<file path="src/rtl/demux_1a2_pkg.sv">
// demux_1a2_pkg: shared widths and buffer state encoding for demux_1a2
package demux_1a2_pkg;
  localparam int NBITS = 32;
  localparam int CNT_W = 16;
  typedef enum logic [1:0] {EMPTY = 2'd0, ONE = 2'd1, FULL = 2'd2} buf_state_t;
endpackage

</file>
<file path="src/rtl/stream_buf2.sv">
// stream_buf2: 2-entry registered stream buffer (push/push_data in; pop, out_valid/out_data/full out)
module stream_buf2
  import demux_1a2_pkg::*;
#(
  parameter int nbits = NBITS
) (
  input  logic             clk,
  input  logic             reset,
  input  logic             push,
  input  logic [nbits-1:0] push_data,
  input  logic             pop,
  output logic             out_valid,
  output logic [nbits-1:0] out_data,
  output logic             full
);
  buf_state_t state, state_nxt;
  logic [nbits-1:0] second;
  logic take;
  assign take = pop & out_valid;
  assign full = state == FULL;
  always_ff @(posedge clk)
    if (reset) begin
      state     <= EMPTY;
      out_valid <= 1'b0;
      out_data  <= '0;
      second    <= '0;
    end else begin
      state     <= state_nxt;
      out_valid <= state_nxt != EMPTY;
      if (push & (state == EMPTY | (state == ONE & take))) out_data <= push_data;
      else if (take & state == FULL) out_data <= second;
      if (push & state == ONE & !take) second <= push_data;
    end
  always_comb begin
    state_nxt = state;
    state_nxt = state == EMPTY ? (push ? ONE : EMPTY)
              : state == ONE   ? (push & !take ? FULL : !push & take ? EMPTY : ONE)
              :                  (take ? ONE : FULL);
  end
endmodule

</file>
<file path="src/rtl/demux_1a2.sv">
// demux_1a2: 1-to-2 stream demux (in_* stream steered by in_sel to out_a_*/out_b_*, cnt_a/cnt_b count deliveries)
module demux_1a2
  import demux_1a2_pkg::*;
#(
  parameter int nbits = NBITS
) (
  input  logic             clk,
  input  logic             reset,
  input  logic [nbits-1:0] in_data,
  input  logic             in_sel,
  input  logic             in_valid,
  output logic             in_ready,
  output logic [nbits-1:0] out_a_data,
  output logic             out_a_valid,
  input  logic             out_a_ready,
  output logic [nbits-1:0] out_b_data,
  output logic             out_b_valid,
  input  logic             out_b_ready,
  output logic [CNT_W-1:0] cnt_a,
  output logic [CNT_W-1:0] cnt_b
);
  logic full_a, full_b, push_a, push_b;
  assign in_ready = in_sel ? !full_a : !full_b;
  assign push_a = in_valid & in_ready & in_sel;
  assign push_b = in_valid & in_ready & !in_sel;
  stream_buf2 #(.nbits(nbits)) u_buf_a (
    .clk(clk), .reset(reset), .push(push_a), .push_data(in_data), .pop(out_a_ready),
    .out_valid(out_a_valid), .out_data(out_a_data), .full(full_a)
  );
  stream_buf2 #(.nbits(nbits)) u_buf_b (
    .clk(clk), .reset(reset), .push(push_b), .push_data(in_data), .pop(out_b_ready),
    .out_valid(out_b_valid), .out_data(out_b_data), .full(full_b)
  );
  always_ff @(posedge clk)
    if (reset) begin
      cnt_a <= '0;
      cnt_b <= '0;
    end else begin
      if (out_a_valid & out_a_ready) cnt_a <= cnt_a + 16'd1;
      if (out_b_valid & out_b_ready) cnt_b <= cnt_b + 16'd1;
    end
endmodule

</file>
<file path="config.mk">
export PLATFORM = sky130hd
export DESIGN_NAME = demux_1a2
export DESIGN_NICKNAME = d
export VERILOG_FILES = /design/src/rtl/demux_1a2_pkg.sv /design/src/rtl/stream_buf2.sv /design/src/rtl/demux_1a2.sv
export SDC_FILE = /design/constraint.sdc
export NUM_CORES = 1
export LEC_CHECK = 0
export ABC_AREA = 1
export CAP_MARGIN = 30
export CORE_MARGIN = 5
export CORE_UTILIZATION = 30
export CTS_BUF_LIST = sky130_fd_sc_hd__clkbuf_8
export CTS_CLUSTER_DIAMETER = 80
export DETAILED_ROUTE_END_ITERATION = 8
export GPL_TIMING_DRIVEN = 0
export PLACE_DENSITY_LB_ADDON = 0.1
export SYNTH_ARGS = -nofsm -noshare
export SYNTH_HDL_FRONTEND = slang
export SYNTH_HIERARCHICAL = 1
export SYNTH_SLANG_ARGS = --single-unit
</file>
<file path="constraint.sdc">
create_clock -name clk -period 1.8 [get_ports clk]
set_input_delay 0.27 -clock clk [delete_from_list [all_inputs] [get_ports clk]]
set_output_delay 0.27 -clock clk [all_outputs]
set_load 0.01 [all_outputs]
</file>
==> run summary, run 1 <==
status: finished, final reports clean
Top-Level Pins: 137
Compound-Gate Fraction of Synth Area: 11.19%
crit-path cells: clkdlybuf4s50_1
Filler cells: 2625
Reg-to-Reg Start: u_buf_b/state[1]
final clock skew: 16.25 ps
Die Ht: 167.3 um
Crit Path Max Fanout: 5
nets@finish: 1284
H-tree Lvls: 4
family with the most delay on the worst path: buffers and inverters
Max Slew Vio Count: 0
XOR/XNOR Fraction of Synth Area: 0.3540%
max frequency: 576.5 MHz
DRT Pass-1 Iters: 7
WP data required: 1530 ps
crit share post-route: 96.37%
RSZ-0062 raised after global routing: true
initial DRC count: 367
Reg area: 0.003338 mm2
instance count of the mapped netlist: 1068
CP startpoint: cnt_b[3]
final core utilization: 41.59%
R2R Setup Slk: 80 ps
Final Hold Viols: 0
initial antenna violation count: 0
critical hold path startpoint: reset
Synth Cell Area: 0.007422 mm2
GPL Wtd Cong: 0.8032
relative slew slack: 56.04%
worst-margin pin slew: 659.4 ps
CP endpoint kind: primary output
post-synthesis simple-gate area fraction: 32.87%
clock insertion delay at the later pin of the skew report: 470 ps
# clock sinks: 166
synth-to-layout area growth: 36.28%
die outline width: 167.3 um
ANT nets after route: 0
DR vias: 7392
crit path launch type: flip-flop
clk slew on worst S/H paths: 100 ps
drt total wl: 23470 um
Max VDD drop: 0.3784 mV
Power Density: 815.4 mW/mm2
Max Root-Sink Buffers: 2
hpwl dp: 16590 um
Avg Inst Size Synth: 6.950 um2
core area: 0.02432 mm2
CP max-delay cell: clkdlybuf4s50_1
clock buffer count from CTS: 17
largest net degree at the start of global routing: 17
critical path class: flip-flop to primary output
CTS tree: yes
CP Depth: 1
Seq/Total Area, Yosys: 44.77%
Worst Hold Path EP: cnt_b[8]
max_cap viols: 0
FP Rows: 57
Reg-to-Reg End: u_buf_b/second[10]
proportion of layout cells with a drive suffix above 1: 12.99%
drt wl/cell: 14.87 um
Antenna Cells: 0
worst hold path class: input port to flip-flop
hold depth: 2
Seq cells post-synth: 166
DRC: 0
first-pass GRT wire length: 37290 um
Final setup viols: 0
Initial Utilization: 30.52%
DR vias/cell: 4.681
Synth Warn #: 6
min Tclk post-route: 1735 ps
total track usage: 16.22%
Worst Path Arrival: 1460 ps
CTS root buffer: clkbuf_8
Worst Reg2Reg Path Length in Cells: 9
grt ovf: 0
die area: 0.02799 mm2
Port Buffer Count: 136
Yosys cell types: 27
worst path bufs/invs: 1
largest family of logic cells by synthesized area: simple AND/OR/NAND/NOR gates
Leak: 0.003954 uW
Multi-input gate area: 0.003512 mm2
CP max stage delay: 570 ps
mux cell area share after synthesis: 0.1349%
vias in the first global route: 6939
Fin Setup TNS: 0 ps
synthesized net count: 1110
area share of fa/ha/maj cells after synthesis: 0.6743%
cell usage after synthesis:
cell type  number  area, um2
a21oi_1        80      400.4
and3_1          1      6.260
buf_2          28      140.1
buf_4           7      52.55
clkbuf_1       28      105.1
clkbuf_2        1      5.000
dfxtp_1       166       3323
ha_1            4      50.05
inv_1         109      409.1
inv_2           8      30.03
mux2i_1         1      10.01
nand2_1       134      503.0
nand2_2         4      25.02
nand3_1       210       1051
nand3_2         4      40.04
nand3b_1        1      7.510
nand4_1         3      18.77
nor2_1        171      641.9
nor2_2         11      68.82
nor2_4          3      33.78
nor3_1          4      20.02
nor3_4          1      16.27
nor3b_1         1      7.510
o21a_1          1      7.510
o21ai_0        83      415.4
o21bai_1        1      7.510
xor2_1          3      26.28
stage by stage:
step / total power, uW / hold WS (ps) / setup WS, ps / instance area [um2] / cells
5_1_grt: 8693 / 283.7 / -23.72 / 10110 / 1579
2_1_floorplan: 4720 / 342.4 / 0.9273 / 7422 / 1068
4_1_cts: 8238 / 490.2 / -13.29 / 9772 / 1566
3_3_place_gp: 5324 / 462.9 / -727.1 / 9189 / 1528
3_5_place_dp: 5327 / 470.4 / -726.9 / 9189 / 1528
6_report: 8248 / 255.5 / 65.27 / 10110 / 1579
logic make-up after synthesis:
family	count (synthesis)
xor+xnor	3
compound gates	165
simple gates	548
buf+inv	181
fa+ha+maj	4
flops	166
mux	1
per-layer routing:
| metal | vias to the layer above | GRT usage [%] | part of all wire (%) | wire length, um |
|---|---|---|---|---|
| li1 | 3817 | - | - | - |
| met1 | 3411 | 21.93 | 47 | 11120 |
| met2 | 147 | 26.64 | 48 | 11180 |
| met3 | 17 | 3.182 | 4.1 | 963 |
| met4 | 0 | 4.199 | 0.86 | 202 |
| met5 | - | 0 | 0 | 0 |
cell type report:
| class | instances | share of cell area [%] |
|---|---|---|
| inverter | 117 | 4.367 |
| timing repair buffer | 156 | 15.95 |
| clock buffer | 17 | 2.313 |
| multi-input combinational | 721 | 34.72 |
| sequential | 166 | 33.00 |
| buffer | 63 | 3.946 |
| clock inverter | 15 | 1.695 |
| tap | 324 | 4.008 |
repair_timing:
item | in CTS | in global routing
resized for setup | 40 | 67
gates cloned | 1 | 6
endpoints found under the setup margin | 133 | 129
hold endpoints to repair | 0 | 0
hold buffers | 0 | 0
pin swaps | 4 | 9
buffers inserted | 5 | 8
placed cells by master, fill, tap and decap left out, types with 17 or more instances in the layout:
master and instances:
clkbuf_1 17, nand2_1 131, inv_1 108, a21oi_1 71, clkdlybuf4s50_1 134, buf_4 23
o21ai_0 83, nor2_1 171, clkbuf_8 17, nand3_1 199, dfxtp_1 158
sequential cells by signal, summed over array words and instances, names as in the netlist:
signal / count
u_buf_b/state: 2
cnt_b: 16
u_buf_b/out_valid: 1
u_buf_a/out_valid: 1
u_buf_a/state: 2
u_buf_a/second: 32
u_buf_a/out_data: 32
cnt_a: 16
u_buf_b/out_data: 32
u_buf_b/second: 32
worst max-delay path by stage:
stage / end / slack [ps]
global placement: u_buf_a/out_data[30] / -730
floorplan: u_buf_a/out_data[20] / 0.9
detailed placement: u_buf_a/out_data[30] / -730
finish: cnt_b[3] / 70
global route: u_buf_b/second[4] / -20
CTS: in_ready / -10
power by group:
| part | leakage [uW] | total, uW | internal (uW) | switching (uW) |
|---|---|---|---|---|
| logic | 0.00240 | 1490 | 656 | 830 |
| clock network | 0.000208 | 2800 | 1270 | 1530 |
| registers | 0.00135 | 3960 | 3840 | 115 |
Note: power is estimated with default switching activity, not from simulation.
==> run 2: changes to the inputs <==
--- a/config.mk
+++ b/config.mk
@@ -13,7 +13,6 @@
 export CTS_CLUSTER_DIAMETER = 80
 export DETAILED_ROUTE_END_ITERATION = 8
 export GPL_TIMING_DRIVEN = 0
-export PLACE_DENSITY_LB_ADDON = 0.1
 export SYNTH_ARGS = -nofsm -noshare
 export SYNTH_HDL_FRONTEND = slang
 export SYNTH_HIERARCHICAL = 1
==> run 2 against run 1 <==
Net effect:
- critical path depth is the same
- wire length down 5.8%
- hold slack better by 230 ps
- highest routed layer unchanged
==> run summary, run 2 (same netlist as run 1, synthesis figures left out) <==
min Tclk post-route: 1727 ps (-7.989 ps)
Comb pwr share: 17.2% (-0.8 points)
Max Root-Sink Buffers: 2 (unchanged)
final clock skew: 13.49 ps (-2.769 ps)
Hold WS: 483.5 ps (+228.0 ps)
initial DRC count: 607 (+65%)
crit share post-route: 95.93% (-0.44 points)
family with the most delay on the worst path: buffers and inverters
DRT Pass-1 Iters: 5 (-2)
CP startpoint: cnt_b[9]
largest net degree at the start of global routing: 17 (unchanged)
CTS Hold Bufs: 0 (unchanged)
Die Ht: 167.3 um (unchanged)
grt ovf: 0 (unchanged)
proportion of layout cells with a drive suffix above 1: 11.82% (-1.2 points)
synth-to-layout area growth: 35.08%
DRC: 0 (unchanged)
worst-margin pin slew: 555.3 ps (-104.1 ps)
CTS root buffer: clkbuf_8
relative slew slack: 62.98% (+6.9 points)
Reg power frac: 47.6% (-0.4 points)
# clock sinks: 166 (unchanged)
worst hold path class: flip-flop to flip-flop
critical path class: flip-flop to primary output
WP data required: 1530 ps (about the same)
Worst Path Arrival: 1460 ps (about the same)
crit-path cells: clkdlybuf4s50_1
nets@finish: 1281 (-0.23%)
CP endpoint kind: primary output
drt wl/cell: 14.03 um (-5.6%)
DR vias/cell: 4.711 (+0.62%)
most common cell after layout, fill and taps aside: nand3_1
clock share of power: 35.1% (+1.1 points)
drt total wl: 22110 um (-5.8%)
Top-Level Pins: 137 (unchanged)
GPL Wtd Cong: 0.8030 (about the same)
most frequent cells in the layout: nand3_1, nor2_1, dfxtp_1
total track usage: 15.25% (-0.97 points)
core area: 0.02432 mm2 (unchanged)
Fin Setup TNS: 0 ps (unchanged)
clock buffer count from CTS: 17 (unchanged)
ANT nets after route: 0 (unchanged)
Antenna Cells: 0 (unchanged)
max_cap viols: 0 (unchanged)
hpwl dp: 16270 um (-1.9%)
die area: 0.02799 mm2 (unchanged)
CP max-delay cell: clkdlybuf4s50_1
die outline width: 167.3 um (unchanged)
CTS tree: yes
P_int: 5998 uW (+3.9%)
cell count after placement: 1528 (unchanged)
Finished Layout Cells: 1576 (-0.19%)
max frequency: 579.1 MHz (+0.46%)
H-tree Lvls: 4 (unchanged)
CP max stage delay: 580 ps (about the same)
vias in the first global route: 7106 (+2.4%)
Port Buffer Count: 136 (unchanged)
Power Density: 828.8 mW/mm2 (+1.6%)
first-pass GRT wire length: 35610 um (-4.5%)
Reg-to-Reg Start: u_buf_b/state[1]
Final Hold Viols: 0 (unchanged)
Initial Utilization: 30.52% (unchanged)
Leak: 0.003929 uW (-0.63%)
Net Switching: 2311 uW (-6.7%)
FP Rows: 57 (unchanged)
status: finished, final reports clean
Max VDD drop: 0.3845 mV (+1.6%)
crit path launch type: flip-flop
Max Slew Vio Count: 0 (unchanged)
clk slew on worst S/H paths: 90 ps (about the same)
Final setup viols: 0 (unchanged)
worst path bufs/invs: 1 (unchanged)
clock insertion delay at the later pin of the skew report: 450 ps (-20 ps)
DR vias: 7424 (+0.43%)
Crit Path Max Fanout: 6 (+1)
critical hold path startpoint: u_buf_a/out_data[19]
Sw Share: 27.81% (-2.2 points)
initial antenna violation count: 0 (unchanged)
## run 2: power by group through the flow
stage	registers, uW	clock network [uW]	logic [uW]
floorplan	4070	0	652
global placement	4040	0	1250
detailed placement	4040	0	1260
CTS	3960	3010	1330
global route	3980	3170	1580
finish	3960	2920	1430
## run 2: routing by layer
| metal | share of wire [%] | vias to the layer above | GRT usage [%] |
|---|---|---|---|
| met4 | 1.5 | 0 | 4.340 |
| met2 | 47 | 202 | 25.33 |
| li1 | - | 3801 | - |
| met3 | 6.7 | 23 | 3.866 |
| met1 | 45 | 3398 | 19.71 |
| met5 | 0 | - | 0 |
## run 2: final timing paths
kind / end / slack, ps / depth (start not counted)
max: cnt_b[9] / 70 / 1
min: u_buf_a/out_data[19] / 480 / 2
max reg2reg: u_buf_b/out_data[30] / 110 / 11
min reg2reg: u_buf_a/out_data[19] / 480 / 2
## run 2: timing repair
item,4_1_cts,5_1_grt
hold endpoints to repair,0,0
gates cloned,0,4
setup buffers,6,7
gates resized for setup,30,64
pin swaps,4,9
endpoints found under the setup margin,132,102
## run 2: layout make-up
cell class / count / area, um2
fillers: 2544 / 14290
multi-input cells: 721 / 3451
flip-flops and latches: 166 / 3333
repair buffers: 153 / 1562
inverters: 117 / 441.7
well taps: 324 / 405.4
plain buffers: 63 / 395.4
clock buffers: 21 / 289.0
clock inverters: 11 / 148.9
## run 2: worst min-delay path, stage by stage (launching register included)
cell     delay, ps
dfxtp_1        320
nand3_1         70
a21oi_1         60
## run 2: through the flow
step | utilization [%] | worst slack (ps) | area, um2 | total power (uW)
after detailed placement | 37.78 | -620.1 | 9189 | 5304
after floorplan | - | 0.9273 | 7422 | 4720
final | 41.23 | 73.26 | 10030 | 8309
after CTS | 40.20 | 5.785 | 9777 | 8298
after global routing | 41.23 | -12.03 | 10030 | 8731
after global placement | 37.78 | -600.0 | 9189 | 5292
==> run 3: changes to the inputs <==
==> constraint.sdc (replaced) <==
create_clock -name clk -period 2.2 [get_ports clk]
set_input_delay 0.33 -clock clk [delete_from_list [all_inputs] [get_ports clk]]
set_output_delay 0.33 -clock clk [all_outputs]
set_load 0.1 [all_outputs]
==> run 3 against run 2 <==
Net effect:
- sequential cell count stayed put
- critical path depth stayed put
- power fell by 17%
- register-to-register slack improved by 30 ps
- worst setup slack gained 4.7 ps
- non-clock buffer count is 14 lower
- via count shrank 1.5%
- final cell count down 0.89%
- core utilization is 2.1 points lower
- hold slack barely moved
- clock power is 29% lower
- critical endpoint is now cnt_a[2]
==> run summary, run 3 (same netlist as run 1, synthesis figures left out) <==
Layout Cell Area excl Fill: 0.009517 mm2 (-5.1%)
initial DRC count: 579 (-4.6%)
DRC: 0 (unchanged)
initial antenna violation count: 0 (unchanged)
ANT nets after route: 0 (unchanged)
Max Slew Vio Count: 0 (unchanged)
CTS root buffer: clkbuf_8
Net Switching: 2504 uW (+8.3%)
clock buffer count from CTS: 17 (unchanged)
critical hold path startpoint: u_buf_b/out_data[5]
core area: 0.02432 mm2 (unchanged)
Worst Hold Path EP: u_buf_b/out_data[5]
largest net degree at the start of global routing: 17 (unchanged)
Reg power frac: 46.8% (-0.8 points)
worst hold path class: flip-flop to flip-flop
clk slew on worst S/H paths: 80 ps (about the same)
drt total wl: 21730 um (-1.7%)
die outline width: 167.3 um (unchanged)
die area: 0.02799 mm2 (unchanged)
Hold WS: 484.0 ps (+0.4670 ps)
synth-to-layout area growth: 28.22%
CP max stage delay: 870 ps (+290 ps)
buffer count from post-CTS setup fixing: 0 (-6)
CTS Hold Bufs: 0 (unchanged)
grt ovf: 0 (unchanged)
CP max-delay cell: clkdlybuf4s15_1
cell count after placement: 1530 (+0.13%)
vias in the first global route: 6920 (-2.6%)
FP Rows: 57 (unchanged)
Top-Level Pins: 137 (unchanged)
CP endpoint kind: primary output
clock insertion delay at the later pin of the skew report: 470 ps (+20 ps)
Filler cells: 2631 (+3.4%)
cts repair resizes: 100 (+230%)
Port Buffer Count: 136 (unchanged)
H-tree Lvls: 4 (unchanged)
DR vias: 7309 (-1.5%)
Sw Share: 36.17% (+8.4 points)
Fin Setup TNS: 0 ps (unchanged)
DR vias/cell: 4.679 (-0.67%)
Worst Reg2Reg Path Length in Cells: 10 (-1)
Leak: 0.004165 uW (+6.0%)
Reg-to-Reg End: u_buf_b/out_data[28]
drt wl/cell: 13.91 um (-0.81%)
worst path bufs/invs: 1 (unchanged)
Reg-to-Reg Start: u_buf_b/state[0]
first-pass GRT wire length: 34910 um (-2.0%)
Finished Layout Cells: 1562 (-0.89%)
DRT Pass-1 Iters: 5 (unchanged)
min Tclk post-route: 2122 ps
# clock sinks: 166 (unchanged)
Multi-input gate area: 0.003376 mm2 (-2.2%)
GPL Wtd Cong: 0.8381 (+4.4%)
max frequency: 471.2 MHz
Max VDD drop: 0.3120 mV (-19%)
max_cap viols: 0 (unchanged)
Cell Area, Placed: 0.009248 mm2 (+0.64%)
Power Density: 727.3 mW/mm2 (-12%)
total track usage: 15.15% (-0.099 points)
Reg area: 0.003326 mm2 (-0.23%)
nets@finish: 1267 (-1.1%)
Final Hold Viols: 0 (unchanged)
Die Ht: 167.3 um (unchanged)
crit-path cells: clkdlybuf4s15_1
critical path class: flip-flop to primary output
relative slew slack: 29.28% (-34 points)
Final setup viols: 0 (unchanged)
clock share of power: 30.1% (-5.0 points)
CTS tree: yes
Worst Path Arrival: 1790 ps (+330 ps)
Comb pwr share: 23.2% (+6.0 points)
WP data required: 1870 ps (+340 ps)
RSZ-0062 raised after global routing: true
final clock skew: 11.95 ps (-1.535 ps)
worst-margin pin slew: 1065 ps (+509.8 ps)
proportion of layout cells with a drive suffix above 1: 8.562% (-3.3 points)
Initial Utilization: 30.52% (unchanged)
most frequent cells in the layout: nand3_1, nor2_1, dfxtp_1
P_int: 4418 uW (-26%)
crit path launch type: flip-flop
Max Root-Sink Buffers: 2 (unchanged)
final core utilization: 39.13% (-2.1 points)
family with the most delay on the worst path: buffers and inverters
R2R Setup Slk: 140 ps (+30 ps)
hpwl dp: 16410 um (+0.81%)
Antenna Cells: 0 (unchanged)
Crit Path Max Fanout: 6 (unchanged)
hold depth: 2 (unchanged)
most common cell after layout, fill and taps aside: nand3_1
status: finished, final reports clean
crit share post-route: 96.46%
-- run 3: changes by cell type in the layout (fill, tap and decap cells not counted), sizes merged --
cell,delta
clkbuf,-4
clkdlybuf4s50,-96
clkdlybuf4s15,+2
buf,-14
clkinv,+2
inv,+4
bufinv,-2
dlygate4sd2,+94
-- run 3: final cells by class --
class	instances	share of cell area, %
inverter	117	4.615
timing repair buffer	138	13.62
buffer	64	3.261
clock inverter	15	1.367
sequential	166	34.95
tap	324	4.260
clock buffer	17	2.459
multi-input combinational	721	35.47
-- run 3: worst reg2reg max path, cell delays in order, from the launching register on --
cell,delay [ps]
dfxtp_1,420
nor2_4,90
clkbuf_4,210
nor3_2,320
inv_1,120
nor2_4,200
buf_2,270
nand3_1,110
nand2_1,100
inv_1,40
a21oi_1,120
-- run 3: per-layer routing --
| metal | GRT usage, % | vias up | routed length [um] |
|---|---|---|---|
| met3 | 3.654 | 24 | 1248 |
| met2 | 25.35 | 165 | 10300 |
| met5 | 0 | - | 0 |
| li1 | - | 3770 | - |
| met1 | 19.62 | 3350 | 9885 |
| met4 | 4.128 | 0 | 296 |
-- run 3: stage by stage --
stage	total power, uW	setup WS [ps]
6_report	6922	77.96
5_1_grt	7270	-10.30
4_1_cts	7008	-177.0
3_5_place_dp	4969	-416.9
3_3_place_gp	4945	-425.5
2_1_floorplan	4473	132.5
-- run 3: worst max-delay path by stage --
stage | endpoint | depth (start not counted) | start
2_1_floorplan | u_buf_a/out_data[20] | 7 | u_buf_a/out_valid
3_3_place_gp | in_ready | 3 | in_sel
3_5_place_dp | in_ready | 3 | in_sel
4_1_cts | in_ready | 5 | u_buf_b/state[1]
5_1_grt | u_buf_a/out_data[27] | 10 | u_buf_a/state[0]
6_report | cnt_a[2] | 1 | cnt_a[2]
-- run 3: power by group through the flow --
stage	Clock, uW	Sequential, uW	Combinational, uW
after floorplan	0	3930	548
after global placement	0	3310	1640
after detailed placement	0	3310	1660
after CTS	2170	3240	1610
after global routing	2300	3260	1710
final	2080	3240	1600
